`src/rtl/neo_rtc_seq.sv`:
```
// neo_rtc_seq: serial sequencer for the uPD4990 RTC (write, command, strobe, read).
// Optional macro NEO_RTC_TP_EDGE_EN adds a synchronized RTC_TP rising-edge pulse on TP_TICK.
module neo_rtc_seq #(
    parameter int unsigned DIV = 8
) (
    input  logic        CLK_12M,
    input  logic        nRESET,
    input  logic        START,
    input  logic [3:0]  CMD,
    input  logic        WR_EN,
    input  logic        RD_EN,
    input  logic [47:0] WDATA,
    output logic [47:0] RDATA,
    output logic        BUSY,
    output logic        DONE,
    output logic        TP_TICK,
    input  logic        RTC_DOUT,
    input  logic        RTC_TP,
    output logic        RTC_DIN,
    output logic        RTC_CLK,
    output logic        RTC_STROBE
);
    typedef enum logic [2:0] {
        S_IDLE,
        S_WSHIFT,
        S_CSHIFT,
        S_STROBE,
        S_RSHIFT,
        S_FINISH
    } state_t;

    localparam logic [7:0] PH_LAST   = 8'(DIV - 1);
    localparam logic [5:0] DATA_LAST = 6'd47;
    localparam logic [5:0] CMD_LAST  = 6'd3;

    state_t      state;
    logic [5:0]  bit_cnt;
    logic [7:0]  ph_cnt;
    logic        half;      // 0 = low half of the bit slot, 1 = high half
    logic [47:0] w_sh;
    logic [3:0]  c_sh;
    logic        rd_q;
    logic        half_end;

    assign half_end = (ph_cnt == PH_LAST);

    // NOTE: sequential state uses non-blocking assignments only, so every
    // register here updates from the values present before the clock edge.
    always_ff @(posedge CLK_12M or negedge nRESET) begin
        if (!nRESET) begin
            state      <= S_IDLE;
            bit_cnt    <= '0;
            ph_cnt     <= '0;
            half       <= 1'b0;
            w_sh       <= '0;
            c_sh       <= '0;
            rd_q       <= 1'b0;
            RDATA      <= '0;
            BUSY       <= 1'b0;
            DONE       <= 1'b0;
            RTC_DIN    <= 1'b0;
            RTC_CLK    <= 1'b0;
            RTC_STROBE <= 1'b0;
        end else begin
            DONE <= 1'b0;
            unique case (state)
                S_IDLE: begin
                    if (START) begin
                        BUSY    <= 1'b1;
                        rd_q    <= RD_EN;
                        ph_cnt  <= '0;
                        bit_cnt <= '0;
                        half    <= 1'b0;
                        RTC_CLK <= 1'b0;
                        if (WR_EN) begin
                            state   <= S_WSHIFT;
                            RTC_DIN <= WDATA[0];
                            w_sh    <= {1'b0, WDATA[47:1]};
                            c_sh    <= CMD;
                        end else begin
                            state   <= S_CSHIFT;
                            RTC_DIN <= CMD[0];
                            c_sh    <= {1'b0, CMD[3:1]};
                        end
                    end
                end
                S_FINISH: state <= S_IDLE;
                default: begin
                    if (!half_end) begin
                        ph_cnt <= ph_cnt + 8'd1;
                    end else if (!half) begin
                        // End of low half: RTC_CLK rises, read data is sampled just before it.
                        ph_cnt <= '0;
                        half   <= 1'b1;
                        if (state != S_STROBE) RTC_CLK <= 1'b1;
                        if (state == S_RSHIFT) RDATA <= {RTC_DOUT, RDATA[47:1]};
                    end else begin
                        ph_cnt  <= '0;
                        half    <= 1'b0;
                        RTC_CLK <= 1'b0;
                        case (state)
                            S_WSHIFT: begin
                                if (bit_cnt == DATA_LAST) begin
                                    state   <= S_CSHIFT;
                                    bit_cnt <= '0;
                                    RTC_DIN <= c_sh[0];
                                    c_sh    <= {1'b0, c_sh[3:1]};
                                end else begin
                                    bit_cnt <= bit_cnt + 6'd1;
                                    RTC_DIN <= w_sh[0];
                                    w_sh    <= {1'b0, w_sh[47:1]};
                                end
                            end
                            S_CSHIFT: begin
                                if (bit_cnt == CMD_LAST) begin
                                    state      <= S_STROBE;
                                    bit_cnt    <= '0;
                                    RTC_DIN    <= 1'b0;
                                    RTC_STROBE <= 1'b1;
                                end else begin
                                    bit_cnt <= bit_cnt + 6'd1;
                                    RTC_DIN <= c_sh[0];
                                    c_sh    <= {1'b0, c_sh[3:1]};
                                end
                            end
                            S_STROBE: begin
                                RTC_STROBE <= 1'b0;
                                bit_cnt    <= '0;
                                if (rd_q) begin
                                    state <= S_RSHIFT;
                                end else begin
                                    state <= S_FINISH;
                                    BUSY  <= 1'b0;
                                    DONE  <= 1'b1;
                                end
                            end
                            S_RSHIFT: begin
                                if (bit_cnt == DATA_LAST) begin
                                    state   <= S_FINISH;
                                    bit_cnt <= '0;
                                    BUSY    <= 1'b0;
                                    DONE    <= 1'b1;
                                end else begin
                                    bit_cnt <= bit_cnt + 6'd1;
                                end
                            end
                            default: ;
                        endcase
                    end
                end
            endcase
        end
    end

`ifdef NEO_RTC_TP_EDGE_EN
    // tp_sync[1:0] is the synchronizer, tp_sync[2] the previous synchronized level.
    logic [2:0] tp_sync;

    always_ff @(posedge CLK_12M or negedge nRESET) begin
        if (!nRESET) begin
            tp_sync <= '0;
            TP_TICK <= 1'b0;
        end else begin
            tp_sync <= {tp_sync[1:0], RTC_TP};
            TP_TICK <= tp_sync[1] & ~tp_sync[2];
        end
    end
`else
    logic unused_tp;
    assign unused_tp = RTC_TP;
    assign TP_TICK   = 1'b0;
`endif

endmodule
```
`config.mk`:
```
export PLATFORM = sky130hd
export DESIGN_NAME = neo_rtc_seq
export DESIGN_NICKNAME = d
export VERILOG_FILES = /design/src/rtl/neo_rtc_seq.sv
export SDC_FILE = /design/constraint.sdc
export NUM_CORES = 1
export LEC_CHECK = 0
export BUFFER_PORTS_ARGS = -buffer_cell sky130_fd_sc_hd__buf_2
export CAP_MARGIN = 20
export CORE_MARGIN = 2
export CORE_UTILIZATION = 60
export CTS_CLUSTER_SIZE = 20
export DETAILED_ROUTE_END_ITERATION = 6
export GPL_TIMING_DRIVEN = 0
export PLACE_DENSITY_LB_ADDON = 0.2
export SLEW_MARGIN = 25
export SYNTH_ARGS = -nofsm -noshare
export SYNTH_HDL_FRONTEND = slang
export SYNTH_SLANG_ARGS = --single-unit
```
`constraint.sdc`:
```
create_clock -name CLK_12M -period 4.37 [get_ports CLK_12M]
set_clock_uncertainty 0.05 [all_clocks]
set_input_delay 0.6555 -clock CLK_12M [delete_from_list [all_inputs] [get_ports CLK_12M]]
set_output_delay 0.6555 -clock CLK_12M [all_outputs]
set_load 0.005 [all_outputs]
```
* After elaboration in Yosys (flattened, before gate mapping)
Index checks and enable logic that the tools add are counted.
Widths: inputs -> output; s select.
** Storage, ports and cells
- Register bits :: 124
- Input bits :: 59
** Operators by class
- Add/sub/neg operators :: 2
- Eq/ne operators :: 20
- Muxes and demuxes :: 66
- Bitwise gates (word level) :: 3
- Reduce and logical (&&, ||, !) cells :: 26
** Operator list (number)
- $mux 48 :: 6
- $pmux 48 s2 :: 1
- $mux 6 :: 5
- $reduce_and 7->1 :: 4
- $mux 1 :: 24
- $mux 4 :: 6
- $mux 3 :: 6
- $pmux 6 s3 :: 1
- $mux 8 :: 2
- $pmux 1 s2 :: 8
- $pmux 4 s2 :: 2
- $pmux 8 s2 :: 1
- $reduce_and 5->1 :: 3
- $reduce_bool 3->1 :: 5
- $pmux 3 s4 :: 1
- $pmux 6 s2 :: 1
- $ne 3x3->1 const B :: 3
- $add 8x1->8 const B :: 1
- $eq 8x3->1 const B :: 1
- $ne 4x4->1 const B :: 2
- $reduce_and 4->1 :: 2
- $reduce_bool 2->1 :: 4
- $add 6x1->6 const B :: 1
- $eq 3x2->1 const B :: 2
- other kinds (18) :: 25

* Longest topological paths before layout
- Word-level depth :: 6
- Depth in mapped cells :: 8
- Gate-level depth less buffers :: 6

* Worst setup path after synthesis
No wires, ideal clock.
- Kind :: register to register
- Start point :: register ph_cnt[5]
- End point :: register w_sh[10]
- Arrival time :: 2130 ps
- Path slack :: 2065 ps
- Cell stages (with the launch flop) :: 8
- Cells stage by stage :: dfrtp_1 or4b_1 or2_4 o31ai_1 and2_2 buf_12 buf_12 mux2_4
** On the way
- Longest elaborated chain between the ends :: 3
** RTL lines
- start: declaration :: line 38 : logic [7:0] ph_cnt;
- start signal: assignment :: line 90 : ph_cnt <= ph_cnt + 8'd1;
- $eq 8x3->1 :: line 45 : assign half_end = (ph_cnt == PH_LAST);
- $reduce_bool 2->1 (no line)
- $reduce_and 7->1 (no line)
- end signal: assignment :: line 78 : w_sh <= {1'b0, WDATA[47:1]};
- end signal: assignment :: line 111 : w_sh <= {1'b0, w_sh[47:1]};
- end: declaration :: line 40 : logic [47:0] w_sh;
No other way between the ends.
A chain may end at the register's enable or synchronous reset.

* Worst setup path in the final report
- Start point :: register state[1]
- End point :: register c_sh[2]
** On the way
- Longest elaborated chain between the ends :: 5
- Elaborated cells on any way between the ends :: 16
** RTL lines
- start: declaration :: line 36 : state_t state;
- start signal: assignment :: line 51 : state <= S_IDLE;
- start signal: assignment :: line 76 : state <= S_WSHIFT;
- start signal: assignment :: line 81 : state <= S_CSHIFT;
- $eq 3x2->1 or $eq 3x1->1 (tied branches) :: line 101 : case (state)
- $pmux 4 s2 :: line 101
- $mux 4 :: line 91 : end else if (!half) begin
- $mux 4 :: line 89 : if (!half_end) begin
- $pmux 4 s2 :: line 66 : unique case (state)
- end signal: assignment :: line 83 : c_sh <= {1'b0, CMD[3:1]};
- end signal: assignment :: line 107 : c_sh <= {1'b0, c_sh[3:1]};
- end signal: assignment :: line 123 : c_sh <= {1'b0, c_sh[3:1]};
- end: declaration :: line 41 : logic [3:0] c_sh;
Several ways; a longest one is shown, not always the timed one. The select of a mux whose other input is x is not followed.

==> results by group <==
Clocking
  • H-tree lvl count: 4
  • Clock network latency to the later pin of the worst-skew pair: 520 ps
  • Hold-fix buffers, CTS: 0
  • CTS buffer count: 17
  • Number of buffers added for setup after CTS: 0
  • Clock transition at the register clock pins on the worst setup and hold paths after CTS: 60 ps
  • TritonCTS clock tree: yes
  • TritonCTS sink count: approximately 120
  • Max clock buf depth: 2
  • Post-CTS resize count: 0
  • Root Driver: sky130_fd_sc_hd__clkbuf_8

Detailed routing
  • Per-cell via count in the routed design: 5.53
  • Number of routed nets with antenna violations: 0
  • Residual DRC: 0
  • Routed length on met2: just under 7000 um
  • Vias after detailed routing: 4638
  • Routed met1 length: 5850 um
  • Top routing layer in use: met4
  • Met3 Wirelength: 803 um
  • Count of TritonRoute iterations in the first routing pass: 5
  • Detailed-route wire length: 13800 um
  • Routed len/inst: about 16 um
  • Number of DRC markers in iteration 0: 291

Synth
  • Synthesized instance count: 563
  • Number of synthesized flops with an enable pin: 0
  • Post-Syn Nets: approximately 620
  • Cell area after technology mapping: 6060 um2
  • Seq/Total Area, Yosys: 0.508
  • Share of async-settable or async-resettable flops after synthesis: 1.00
  • Synth warn: 0
  • Count of state elements after synthesis: 123
  • Unique masters post-synth: 52
  • Post-Syn Area per Cell: 10.8 um2
  • Flip-flop cell with the highest count after synthesis: sky130_fd_sc_hd__dfrtp_1

Layout
  • Most frequent standard cell in the layout excluding fill and tap cells: sky130_fd_sc_hd__nand2_1
  • Post-route non-filler standard cell count: 838
  • Share of post-route cells with drive strength above 1: 0.359
  • Final antenna diode count: 0
  • Leading cell types in the layout, fill and taps excluded: 158 x sky130_fd_sc_hd__nand2_1, 123 x sky130_fd_sc_hd__dfrtp_1, 109 x sky130_fd_sc_hd__buf_2
  • Total number of nets in the final design: 753
  • Area growth from synthesis to layout: 22.5%

Setup path
  • Endpoint arrival time on the critical path: 2860 ps
  • Reg-to-reg endpoint: c_sh[2]
  • Startpoint type of the worst setup path: register
  • CP max FO: 10
  • Crit path capture type: register
  • Cell with the biggest individual delay on the critical path: sky130_fd_sc_hd__clkbuf_1
  • Register-to-Register Path Depth: 6
  • Required time of the critical path: 4730 ps
  • CP Cell Sequence: or3_1 -> clkbuf_1 -> clkbuf_1 -> clkbuf_1 -> o21ai_0 -> mux2_2
  • Biggest cell delay along the critical path: 550 ps
  • Minimum setup slack among reg-to-reg paths: 1870 ps
  • Startpoint of the most critical register-to-register path: state[1]
  • Kind of critical path: reg -> reg
  • Most frequent cell on the critical path: sky130_fd_sc_hd__clkbuf_1

Timing
  • Max Freq: roughly 0.40 GHz
  • Final number of max-transition violations: 0
  • Relative slew slack: 0.560
  • Setup TNS: 0 ps
  • Clock period minus final worst setup slack: 2500 ps
  • Final critical-path setup slack: 1870 ps
  • RSZ-0062 raised after global routing: false
  • Post-route clock period utilization: 0.572
  • Final setup vio count: 0
  • Measured slew at the worst slew-check pin: approximately 660 ps
  • Final hold violation count: 0

Global routing
  • Number of global-route vias before repair: about 4.6k
  • Global-route wire length before repair: roughly 23000 um
  • Total global routing overflow: 0
  • Largest net degree at the start of global routing: 65
  • Initial antenna violation count: 0
  • Gr usage total: 0.263

Status
  • Status: finished clean

Place
  • Worst slack at placement: 1890 ps
  • Routability congestion estimate from global placement: 0.904
  • Number of placed instances, taps included: between 800 and 900
  • Port bufs: 109
  • Detailed Place HPWL: 9320 um

Floorplan
  • Vertical die dimension: roughly 100 um
  • Placeable core region: 9770 um2
  • Number of primary I/O pins: roughly 110
  • Width of the die: around 100 um
  • Effective utilization at floorplan: 0.620
  • Die Footprint: between 10000 and 15000 um2
  • Cell Rows: 36

Power and ir drop
  • Leakage dissipation: between 3 and 4 nW
  • Maximum VDD drop: around 0.00022 V
  • Power per unit of standard cell area: 358 nW/um2

Flow run
  • Max-Cap Viols: 0

Min path
  • HP Class: in -> async
## logic make-up after synthesis
| kind of cell | Yosys count | share of synthesized area |
|---|---|---|
| AO/OA/AOI/OAI | 69 | 0.0748 |
| XOR/XNOR | 3 | 0.00434 |
| adder cells (fa/ha/maj) | 2 | 0.00413 |
| buffers and inverters | 39 | 0.0395 |
| flip-flops | 123 | 0.508 |
| multiplexers | 104 | 0.211 |
| other | 1 | 0.000619 |
| AND/OR/NAND/NOR | 222 | 0.158 |
## state kept, by name, indices dropped and copies added (netlist names)
signal,flops
ph_cnt,8
state,3
RTC_DIN,1
BUSY,1
RDATA,48
half,1
bit_cnt,6
RTC_STROBE,1
DONE,1
w_sh,47
c_sh,4
rd_q,1
RTC_CLK,1
## metal layers
| metal | up-vias | track usage |
|---|---|---|
| li1 | 2195 | - |
| met1 | 2254 | 0.337 |
| met2 | 165 | 0.439 |
| met3 | 24 | 0.0689 |
| met4 | 0 | 0.0820 |
| met5 | - | 0 |
## metrics by stage
| stage | instance area, um2 | util | total power, mW | hold slack (ps) |
|---|---|---|---|---|
| after floorplan | 6060 | - | 1.17 | 310 |
| after global placement | 6770 | 0.692 | 1.23 | 411 |
| after detailed placement | 6800 | 0.696 | 1.23 | 416 |
| after CTS | 7420 | 0.759 | 2.66 | 74.7 |
| after global routing | 7420 | 0.759 | 2.73 | 88.3 |
| final | 7420 | 0.759 | 2.65 | 55.3 |
## worst max path at each step
stage	from	slack [ps]	to	depth (start not counted)
after floorplan	ph_cnt[5]	2060	w_sh[10]	7
after global placement	nRESET	1140	RDATA[15]	1
after detailed placement	state[1]	1890	c_sh[1]	6
after CTS	state[1]	1870	RTC_DIN	6
after global routing	state[1]	1670	c_sh[0]	6
final	state[1]	1870	c_sh[2]	6
## power by group
group | leakage [nW] | total (mW) | internal [mW] | switching, mW
Sequential | 1.66 | 1.15 | 1.14 | 0.00239
Clock | 0.303 | 1.44 | 0.961 | 0.480
Combinational | 1.92 | 0.0659 | 0.0277 | 0.0382
Total | 3.89 | 2.65 | 2.13 | 0.520
## synth_stat cells (5+ instances only)
library cell / n / area [um2]
sky130_fd_sc_hd__nor3_1: 6 / 30.0
sky130_fd_sc_hd__nand2_1: 158 / 593
sky130_fd_sc_hd__buf_1: 5 / 18.8
sky130_fd_sc_hd__nand2b_1: 5 / 31.3
sky130_fd_sc_hd__nor2b_1: 7 / 43.8
sky130_fd_sc_hd__nand3_1: 6 / 30.0
sky130_fd_sc_hd__nor2_1: 17 / 63.8
sky130_fd_sc_hd__clkbuf_1: 19 / 71.3
sky130_fd_sc_hd__and3_1: 6 / 37.5
sky130_fd_sc_hd__or3_1: 5 / 31.3
sky130_fd_sc_hd__mux2_4: 29 / 435
sky130_fd_sc_hd__inv_1: 5 / 18.8
sky130_fd_sc_hd__a21oi_1: 15 / 75.1
sky130_fd_sc_hd__o21ai_0: 22 / 110
sky130_fd_sc_hd__dfrtp_1: 123 / 3080
sky130_fd_sc_hd__o31ai_1: 6 / 45.0
sky130_fd_sc_hd__mux2_2: 72 / 811
## layout make-up
type,instances,area [um2]
flip-flops and latches,123,3080
multi-input cells,401,2740
fillers,658,2360
repair buffers,110,579
clock buffers,27,512
plain buffers,34,220
well taps,133,166
clock inverters,5,104
inverters,5,18.8
## worst max-delay path, delay by kind of cell (launching register included)
family,cells,cell delay [ps]
buffers and inverters,3,1290
DFF,1,450
muxes,1,280
AOI/OAI and AO/OA,1,170
and+or+nand+nor,1,140
No activity file was read; power rests on OpenSTA's default activity.
